File: src/rtl/fifo_sync_param_pkg.sv
// Shared sizing helpers and parameter legality checks for the parametrised synchronous FIFO.
package fifo_pkg;

    function automatic int addr_w(input int depth);
        return (depth > 1) ? $clog2(depth) : 1;
    endfunction

    function automatic int cnt_w(input int depth);
        return $clog2(depth) + 1;
    endfunction

    function automatic bit is_pow2(input int v);
        return (v >= 2) && ((v & (v - 1)) == 0);
    endfunction

    function automatic bit thresh_ok(input int depth, input int af, input int ae);
        return (af >= 1) && (af <= depth) && (ae >= 0) && (ae <= depth - 1);
    endfunction

endpackage

File: src/rtl/fifo_sync_param_if.sv
// Data/handshake bundle between a FIFO user (master) and the FIFO (slave).
interface fifo_sync_param_if #(
    parameter int WIDTH = 8,
    parameter int DEPTH = 16
);
    localparam int CNT_W = fifo_pkg::cnt_w(DEPTH);

    logic [WIDTH-1:0] din;
    logic             trig_write;
    logic             trig_read;
    logic             clr_err;
    logic [WIDTH-1:0] dout;
    logic             full;
    logic             empty;
    logic             almost_full;
    logic             almost_empty;
    logic [CNT_W-1:0] count;
    logic             overflow;
    logic             underflow;

    modport master (
        output din, trig_write, trig_read, clr_err,
        input  dout, full, empty, almost_full, almost_empty, count, overflow, underflow
    );

    modport slave (
        input  din, trig_write, trig_read, clr_err,
        output dout, full, empty, almost_full, almost_empty, count, overflow, underflow
    );
endinterface

File: src/rtl/fifo_sync_param_ptr.sv
// Pointer, occupancy, status-flag and sticky-error bookkeeping for the synchronous FIFO.
module fifo_sync_ptr
    import fifo_pkg::*;
#(
    parameter int DEPTH     = 16,
    parameter int AF_THRESH = 12,
    parameter int AE_THRESH = 2
) (
    input  logic                       clk,
    input  logic                       rst_n,
    input  logic                       trig_write,
    input  logic                       trig_read,
    input  logic                       clr_err,
    output logic                       wr_ok,
    output logic                       rd_ok,
    output logic [addr_w(DEPTH)-1:0]   waddr,
    output logic [addr_w(DEPTH)-1:0]   raddr,
    output logic [cnt_w(DEPTH)-1:0]    count,
    output logic                       full,
    output logic                       empty,
    output logic                       almost_full,
    output logic                       almost_empty,
    output logic                       overflow,
    output logic                       underflow
);
    localparam int ADDR_W = addr_w(DEPTH);
    localparam int CNT_W  = cnt_w(DEPTH);
    localparam logic [CNT_W-1:0] FULL_CNT = CNT_W'(DEPTH);
    localparam logic [CNT_W-1:0] AF_CNT   = CNT_W'(AF_THRESH);
    localparam logic [CNT_W-1:0] AE_CNT   = CNT_W'(AE_THRESH);

    logic [ADDR_W:0]  wptr_reg, rptr_reg;
    logic [CNT_W-1:0] count_reg;
    logic             overflow_reg, underflow_reg;

    // A read at full frees the slot the concurrent write lands in.
    assign rd_ok = trig_read & ~empty;
    assign wr_ok = trig_write & (~full | rd_ok);

    always_ff @(posedge clk or negedge rst_n) begin
        if (!rst_n) begin
            wptr_reg      <= '0;
            rptr_reg      <= '0;
            count_reg     <= '0;
            overflow_reg  <= 1'b0;
            underflow_reg <= 1'b0;
        end else begin
            if (wr_ok) wptr_reg <= wptr_reg + 1'b1;
            if (rd_ok) rptr_reg <= rptr_reg + 1'b1;
            if (wr_ok && !rd_ok)
                count_reg <= count_reg + 1'b1;
            else if (rd_ok && !wr_ok)
                count_reg <= count_reg - 1'b1;
            // Error set takes priority over a same-cycle clear.
            if (trig_write && !wr_ok)
                overflow_reg <= 1'b1;
            else if (clr_err)
                overflow_reg <= 1'b0;
            if (trig_read && empty)
                underflow_reg <= 1'b1;
            else if (clr_err)
                underflow_reg <= 1'b0;
        end
    end

    assign waddr        = wptr_reg[ADDR_W-1:0];
    assign raddr        = rptr_reg[ADDR_W-1:0];
    assign count        = count_reg;
    assign full         = (count_reg == FULL_CNT);
    assign empty        = (count_reg == '0);
    assign almost_full  = (count_reg >= AF_CNT);
    assign almost_empty = (count_reg <= AE_CNT);
    assign overflow     = overflow_reg;
    assign underflow    = underflow_reg;
endmodule

File: src/rtl/fifo_sync_param.sv
// Parametrised synchronous FIFO: storage array plus standard or first-word-fall-through read port.
module fifo_sync_param
    import fifo_pkg::*;
#(
    parameter int WIDTH     = 8,
    parameter int DEPTH     = 16,
    parameter int AF_THRESH = 12,
    parameter int AE_THRESH = 2,
    parameter bit FWFT      = 1'b0
) (
    input logic              clk,
    input logic              rst_n,
    fifo_sync_param_if.slave bus
);
    localparam int ADDR_W = addr_w(DEPTH);

    generate
        if (!is_pow2(DEPTH)) begin : g_bad_depth
            $error("fifo_sync_param: DEPTH must be a power of two >= 2");
        end
        if (!thresh_ok(DEPTH, AF_THRESH, AE_THRESH)) begin : g_bad_thresh
            $error("fifo_sync_param: AF_THRESH/AE_THRESH out of range");
        end
    endgenerate

    logic [WIDTH-1:0]  mem [DEPTH];
    logic [WIDTH-1:0]  dout_reg;
    logic              wr_ok, rd_ok;
    logic [ADDR_W-1:0] waddr, raddr;

    fifo_sync_ptr #(
        .DEPTH     (DEPTH),
        .AF_THRESH (AF_THRESH),
        .AE_THRESH (AE_THRESH)
    ) u_ptr (
        .clk          (clk),
        .rst_n        (rst_n),
        .trig_write   (bus.trig_write),
        .trig_read    (bus.trig_read),
        .clr_err      (bus.clr_err),
        .wr_ok        (wr_ok),
        .rd_ok        (rd_ok),
        .waddr        (waddr),
        .raddr        (raddr),
        .count        (bus.count),
        .full         (bus.full),
        .empty        (bus.empty),
        .almost_full  (bus.almost_full),
        .almost_empty (bus.almost_empty),
        .overflow     (bus.overflow),
        .underflow    (bus.underflow)
    );

    always_ff @(posedge clk) begin
        if (wr_ok) mem[waddr] <= bus.din;
    end

    // Last word read; also serves as the stable FWFT value while empty.
    always_ff @(posedge clk or negedge rst_n) begin
        if (!rst_n)
            dout_reg <= '0;
        else if (rd_ok)
            dout_reg <= mem[raddr];
    end

    generate
        if (FWFT) begin : g_fwft
            assign bus.dout = bus.empty ? dout_reg : mem[raddr];
        end else begin : g_std
            assign bus.dout = dout_reg;
        end
    endgenerate
endmodule

File: src/flat_wrapper.sv
// flat-port wrapper written by rule: the top's interface ports become plain ports
module fifo_sync_param_flat import fifo_pkg::*;
#(
    parameter int WIDTH     = 8,
    parameter int DEPTH     = 16,
    parameter int AF_THRESH = 12,
    parameter int AE_THRESH = 2,
    parameter bit FWFT      = 1'b0
)
  (clk, rst_n, bus_din, bus_trig_write, bus_trig_read, bus_clr_err, bus_dout, bus_full, bus_empty, bus_almost_full, bus_almost_empty, bus_count, bus_overflow, bus_underflow);
  fifo_sync_param_if #(.WIDTH(WIDTH), .DEPTH(DEPTH)) bus_i ();
  input logic clk;
  input logic rst_n;
  input wire logic [$bits(bus_i.din)-1:0] bus_din;
  input wire logic [$bits(bus_i.trig_write)-1:0] bus_trig_write;
  input wire logic [$bits(bus_i.trig_read)-1:0] bus_trig_read;
  input wire logic [$bits(bus_i.clr_err)-1:0] bus_clr_err;
  output wire logic [$bits(bus_i.dout)-1:0] bus_dout;
  output wire logic [$bits(bus_i.full)-1:0] bus_full;
  output wire logic [$bits(bus_i.empty)-1:0] bus_empty;
  output wire logic [$bits(bus_i.almost_full)-1:0] bus_almost_full;
  output wire logic [$bits(bus_i.almost_empty)-1:0] bus_almost_empty;
  output wire logic [$bits(bus_i.count)-1:0] bus_count;
  output wire logic [$bits(bus_i.overflow)-1:0] bus_overflow;
  output wire logic [$bits(bus_i.underflow)-1:0] bus_underflow;
  assign bus_i.din = bus_din;
  assign bus_i.trig_write = bus_trig_write;
  assign bus_i.trig_read = bus_trig_read;
  assign bus_i.clr_err = bus_clr_err;
  assign bus_dout = bus_i.dout;
  assign bus_full = bus_i.full;
  assign bus_empty = bus_i.empty;
  assign bus_almost_full = bus_i.almost_full;
  assign bus_almost_empty = bus_i.almost_empty;
  assign bus_count = bus_i.count;
  assign bus_overflow = bus_i.overflow;
  assign bus_underflow = bus_i.underflow;
  fifo_sync_param #(.WIDTH(WIDTH), .DEPTH(DEPTH), .AF_THRESH(AF_THRESH), .AE_THRESH(AE_THRESH), .FWFT(FWFT)) u_core (.clk(clk), .rst_n(rst_n), .bus(bus_i));
endmodule
File: config.mk
export PLATFORM = sky130hd
export DESIGN_NAME = fifo_sync_param_flat
export DESIGN_NICKNAME = d
export VERILOG_FILES = /design/src/rtl/fifo_sync_param_pkg.sv /design/src/rtl/fifo_sync_param_if.sv /design/src/rtl/fifo_sync_param_ptr.sv /design/src/rtl/fifo_sync_param.sv /design/src/flat_wrapper.sv
export SDC_FILE = /design/constraint.sdc
export NUM_CORES = 1
export LEC_CHECK = 0
export CAP_MARGIN = 30
export CORE_AREA = 4 4 122 124
export DETAILED_ROUTE_END_ITERATION = 10
export DIE_AREA = 0 0 126 128
export PLACE_DENSITY = 0.65
export SLEW_MARGIN = 15
export SYNTH_ARGS = -nofsm -noshare
export SYNTH_HDL_FRONTEND = slang
export SYNTH_SLANG_ARGS = --single-unit
File: constraint.sdc
create_clock -name clk -period 2.9 [get_ports clk]
set_input_delay 0.29 -clock clk [delete_from_list [all_inputs] [get_ports clk]]
set_output_delay 0.29 -clock clk [all_outputs]
set_load 0.005 [all_outputs]
# --- Word-level counts from Yosys, hierarchy flattened ---
# Memories as Yosys holds them, arrays and structs flattened. A register that Yosys moved wholly into a read port is not among the register bits.
# Index checks and enable logic that the tools add are counted.
# W data, S select, Z words.
totals:
  latch_bits: 0
  mem_count: 1
  wordCells: 36
  input_bits: 13
  reg_bits: 17
  rom_bits: 0
  ram_bits: 128
mem_list:
  columns: ["memory", "words", "word_bits", "read_ports", "rd_clocked_by_memory_dff", "write_ports", "line", "rtl"]
  rows:
  - ["u_core.mem", 16, 8, 1, 1, 1, "fifo_sync_param.sv:26", "logic [WIDTH-1:0] mem [DEPTH];"]
op_classes:
  n_shift: 0
  order_cmp: 2
  add_sub_neg: 4
  n_mul: 0
  eq_ne: 1
  n_div: 0
  mux: 7
  reduce_logical: 11
  n_bitwise: 5
op_table:
  columns: ["operator", "count"]
  rows:
  - ["$add A5 B1 Y5 const B", 3]
  - ["$mux W5", 2]
  - ["$reduce_bool A2 Y1", 3]
  - ["$eq A5 B5 Y1 const B", 1]
  - ["$ge A5 B4 Y1 const B", 1]
  - ["$le A5 B2 Y1 const B", 1]
  - ["$logic_not A5 Y1", 1]
  - ["$mux W1", 5]
  - ["$sub A5 B1 Y5 const B", 1]
  - ["$logic_and A1 B1 Y1", 4]
  - ["$logic_not A1 Y1", 3]
  - ["$and A1 B1 Y1", 2]
  - ["$not A1 Y1", 2]
  - ["$or A1 B1 Y1", 1]

# --- Logic depth before layout (Yosys ltp) ---
depth:
  depth_word: 9
  mapped_depth: 13
  ltp_nobuf: 11

# --- Modules after synthesis ---
# A second synthesis with hierarchy kept.
unflattened:
  hier_cells: 318
  hier_area_um2: 6168.4
modules_own_cells:
  columns: ["module", "cells_per_inst", "n_inst", "area_each_um2", "seq_area_each_um2"]
  rows:
  - ["fifo_sync_param", 240, 1, 5331.4, 4043.9]
  - ["fifo_sync_ptr", 78, 1, 837.1, 375.4]

# --- Least setup slack after synthesis ---
# OpenSTA, ideal clock, no wires.
synth_path:
  path_type: "reg2reg"
  start: "register u_core.u_ptr.count_reg[4] (netlist: u_core.u_ptr.count[4])"
  end: "register u_core.u_ptr.count_reg[4] (netlist: u_core.u_ptr.count[4])"
  n_path_buf: 2
  stages_incl_launch_ff: 14
  setup_time_ns: 0.080
  arrival_time_ns: 2.568
  synth_period_minus_slack_ns: 2.648
  setup_slack_ns: 0.252
  path_cell_list: "dfrtp_1 -> or3_4 -> nor3_4 -> nor2b_1 -> buf_6 -> clkinv_4 -> buf_6 -> ha_1 -> inv_1 -> ha_1 -> a21o_1 -> a21oi_1 -> mux2i_1 -> xnor2_1"
synth_between:
  elab_chain_len: 8
synth_lines:
  columns: ["item", "line", "rtl"]
  rows:
  - ["start, declared", "fifo_sync_param_ptr.sv:33", "logic [CNT_W-1:0] count_reg;"]
  - ["start signal, assigned", "fifo_sync_param_ptr.sv:51", "count_reg <= count_reg + 1'b1;"]
  - ["start signal, assigned", "fifo_sync_param_ptr.sv:53", "count_reg <= count_reg - 1'b1;"]
  - ["$logic_not A5 Y1 (*)", "fifo_sync_param_ptr.sv:70", "assign empty = (count_reg == '0);"]
  - ["net bus_empty", "flat_wrapper.sv:20", "output wire logic [$bits(bus_i.empty)-1:0] bus_empty;"]
  - ["$not A1 Y1 (*)", "fifo_sync_param_ptr.sv:37", "assign rd_ok = trig_read & ~empty;"]
  - ["$and A1 B1 Y1 (*)", "fifo_sync_param_ptr.sv:37", null]
  - ["$or A1 B1 Y1", "fifo_sync_param_ptr.sv:38", "assign wr_ok = trig_write & (~full | rd_ok);"]
  - ["$and A1 B1 Y1", "fifo_sync_param_ptr.sv:38", null]
  - ["$logic_not A1 Y1", "fifo_sync_param_ptr.sv:52", "else if (rd_ok && !wr_ok)"]
  - ["$logic_and A1 B1 Y1", "fifo_sync_param_ptr.sv:52", null]
  - ["$reduce_bool A2 Y1 (no source line)", null, null]
# Mark *: on every way through the listed nets, which the timed path passes. The rest lies on a longest branch. The select of a mux whose other input is x is not followed.
# A chain may end at the register's enable or synchronous reset.

# --- Worst setup path after layout ---
layout_path:
  start: "register u_core.u_ptr.count_reg[1] (netlist: u_core.u_ptr.count[1])"
  end: "register u_core.u_ptr.count_reg[4] (netlist: u_core.u_ptr.count[4])"
layout_between:
  elab_chain_len: 8
layout_lines:
  columns: ["item", "line"]
  rows:
  - ["$logic_not A5 Y1", "fifo_sync_param_ptr.sv:70"]
  - ["$not A1 Y1", "fifo_sync_param_ptr.sv:37"]
  - ["$and A1 B1 Y1", "fifo_sync_param_ptr.sv:37"]
  - ["$or A1 B1 Y1", "fifo_sync_param_ptr.sv:38"]
  - ["$and A1 B1 Y1", "fifo_sync_param_ptr.sv:38"]
  - ["$logic_not A1 Y1", "fifo_sync_param_ptr.sv:52"]
  - ["$logic_and A1 B1 Y1", "fifo_sync_param_ptr.sv:52"]
  - ["$reduce_bool A2 Y1 (no source line)", null]
# Parallel ways exist; a longest one is shown, timed or not. The select of a mux whose other input is x is not followed.

==> reports/metrics.yaml <==
status: "finished clean"
slew_headroom: 0.386
track_usage: 0.156
tightestPinTransition_ns: 0.917
setup_viol: 0
die_y_um: 128
synth_nets: 345
worstPathArrival_ns: 2.94
cpPeakStageDelay_ns: 0.47
synth_top_cell_by_area: "edfxtp_1"
routed_wl_mm: 11.5
hold_ws_ns: 0.249
drive_above_1_share: 0.238
postCtsSetupBuffers: 0
ys.warnings.count: 0
rows: 43
path_cells: "nor4_1, nand2_1, o21a_1, ha_1, inv_1, ha_1, a21o_1, a21oi_1, mux2i_1, xnor2_1"
cts_made_buffers: 17
maxCapViolations: 0
first_global_vias: 3203
crit_start: "u_core.u_ptr.count[1]"
vias: 3052
cp-end-kind: "register"
min_period_over_period: 0.896
antenna_left: 0
root_buffer: "clkbuf_16"
hp-class: "primary input to async pin"
pwr-share-comb: 0.286
grt_remaining_overflow: 0
viasPerCell: 5.35
synth.top_cells.by_area: "edfxtp_1 63%, mux4_2 12%, dfrtp_1 9.4%"
ys_top_cells_by_count: "128 x edfxtp_1, 32 x mux4_2, 23 x dfrtp_1"
synth_edf_count: 128
p_per_area_mw_per_mm2: 995
seqPwrFrac: 0.407
synth_top_area_frac: 0.630
endpoint: "u_core.u_ptr.count[4]"
grt_max_degree: 27
yosysMostFrequentCell: "edfxtp_1"
cts_tree: "built"
antennaDiodeCount: 0
async_reset_ff_frac: 0.152
path_common_cell: "ha_1"
drtIter0Drc: 155
drt_first_pass_iters: 4
skew_ns: 0.00726
drc_errors: 0
power.share.clock: 0.306
layout.nets: 401
r2r-end: "u_core.u_ptr.count[4]"
htreeDepth: 4
holdBufCountCts: 0
setup-tns-final_ns: 0
wl_per_cell_um: 20.1
crit_family: "compound AO/OA/AOI/OAI gates"
clock-sinks: 151
synthFlopType: "edfxtp_1"
cell_internal_pwr_mw: 5.15
power.total_mw: 7.27
dp.final_hpwl_mm: 7.38
numPortBuffers: 31
place_worst_setup_slack_ns: 0.258
antenna_found_initial: 0
finalCriticalPeriod_ns: 2.60
clkTransAtPathRegs_ns: 0.06
die_area_mm2: 0.0161
core-area_mm2: 0.0138
synthCells: 321
rsz0062_at_grt: "false"
die_w_um: 126
yosysSeqAreaShare: 0.725
post_cts_resized: 0
path_depth: 10
start_util: 0.443
slowest_stage: "dfrtp_1"
max_freq_mhz: 385
gp_congestion: 0.782
largest_reg_flops: 128
cp_max_fo: 7
synth.distinct_cells: 35
critPathKind: "register to register"
area_growth_pct: 19.8
swShare: 0.291
synth_area_per_cell_um2: 19.0
reg2reg_from: "u_core.u_ptr.count[1]"
worstPathRequired_ns: 3.24
worst_slack_ns: 0.303
r2r_setup_slack_ns: 0.30
synth_seq_cells: 151
worstRegToRegCells: 10
postLayoutCoreUtil: 0.530
hold_viol_final: 0
switching_power_mw: 2.12
slew_violations: 0
io_pins: 32
path_buf_inv: 1
grt_pass1_wl_mm: 18.6
insertion_delay_ns: 0.42
syn_area_mm2: 0.00610
p_leak_nw: 2.55
ir_worst_vdd_mv: 0.616
cp-start-kind: "register"
clockBufferDepth: 2
[layout make-up]
cell class,instances,area [um^2]
clock buffers,17,425
clock inverters,15,175
inverters,9,38.8
repair buffers,54,483
well taps,180,225
fillers,1097,6470
multi-input cells,144,1540
flip-flops and latches,151,4420
[cell usage in the layout (no fill, tap or decap), drive strengths merged, types with 2 or more instances in the layout]
cell / count
edfxtp: 128
mux4: 32
clkdlybuf4s50: 31
buf: 23
dfrtp: 23
nand2: 23
clkbuf: 17
nor2: 16
mux2i: 16
inv: 12
ha: 10
xnor2: 9
o221ai: 7
clkinv: 7
nor3: 5
o21ai: 4
a21oi: 3
bufinv: 3
nand2b: 3
nor2b: 2
a21o: 2
nand4: 2
a22o: 2
clkinvlp: 2
[worst min-delay path by stage]
| stage | endpoint | start | depth (start not counted) | slack (ns) |
|---|---|---|---|---|
| floorplan | u_core.bus.dout[0] | rst_n | 0 | -0.006 |
| global placement | u_core.bus.dout[5] | u_core.bus.dout[5] | 2 | 0.48 |
| detailed placement | u_core.bus.dout[3] | u_core.bus.dout[3] | 2 | 0.48 |
| CTS | u_core.u_ptr.wptr_reg[1] | rst_n | 2 | 0.24 |
| global route | u_core.bus.dout[6] | rst_n | 2 | 0.27 |
| finish | u_core.u_ptr.count[2] | rst_n | 2 | 0.25 |
[logic make-up (layout without fill, tap and decap cells)]
group / Yosys count / in the layout / share of synthesized area
simple gates: 54 / 54 / 0.0421
flops: 151 / 151 / 0.725
fa+ha+maj: 11 / 11 / 0.0238
compound gates: 21 / 21 / 0.0273
mux: 48 / 48 / 0.144
buf+inv: 26 / 95 / 0.0232
xor+xnor: 10 / 10 / 0.0144
[metal layers]
metal | vias up | global-route usage | routed length [um]
li1 | 1382 | - | -
met1 | 1595 | 0.209 | 5150
met2 | 61 | 0.246 | 5670
met3 | 14 | 0.0413 | 481
met4 | 0 | 0.0625 | 157
met5 | - | 0 | 0
[power by group through the flow]
stage / combinational (mW) / clock, mW / sequential, mW
3_5_place_dp: 2.11 / 0 / 3.01
4_1_cts: 2.12 / 2.27 / 2.97
2_1_floorplan: 1.49 / 0 / 2.88
3_3_place_gp: 2.08 / 0 / 2.99
5_1_grt: 2.29 / 2.37 / 3.01
6_report: 2.08 / 2.23 / 2.96
[through the flow]
stage | std cells | instance area (um^2)
floorplan | 321 | 6100
global placement | 538 | 6700
detailed placement | 538 | 6700
CTS | 570 | 7300
global route | 570 | 7300
finish | 570 | 7300
No activity file was read; power rests on OpenSTA's default activity.
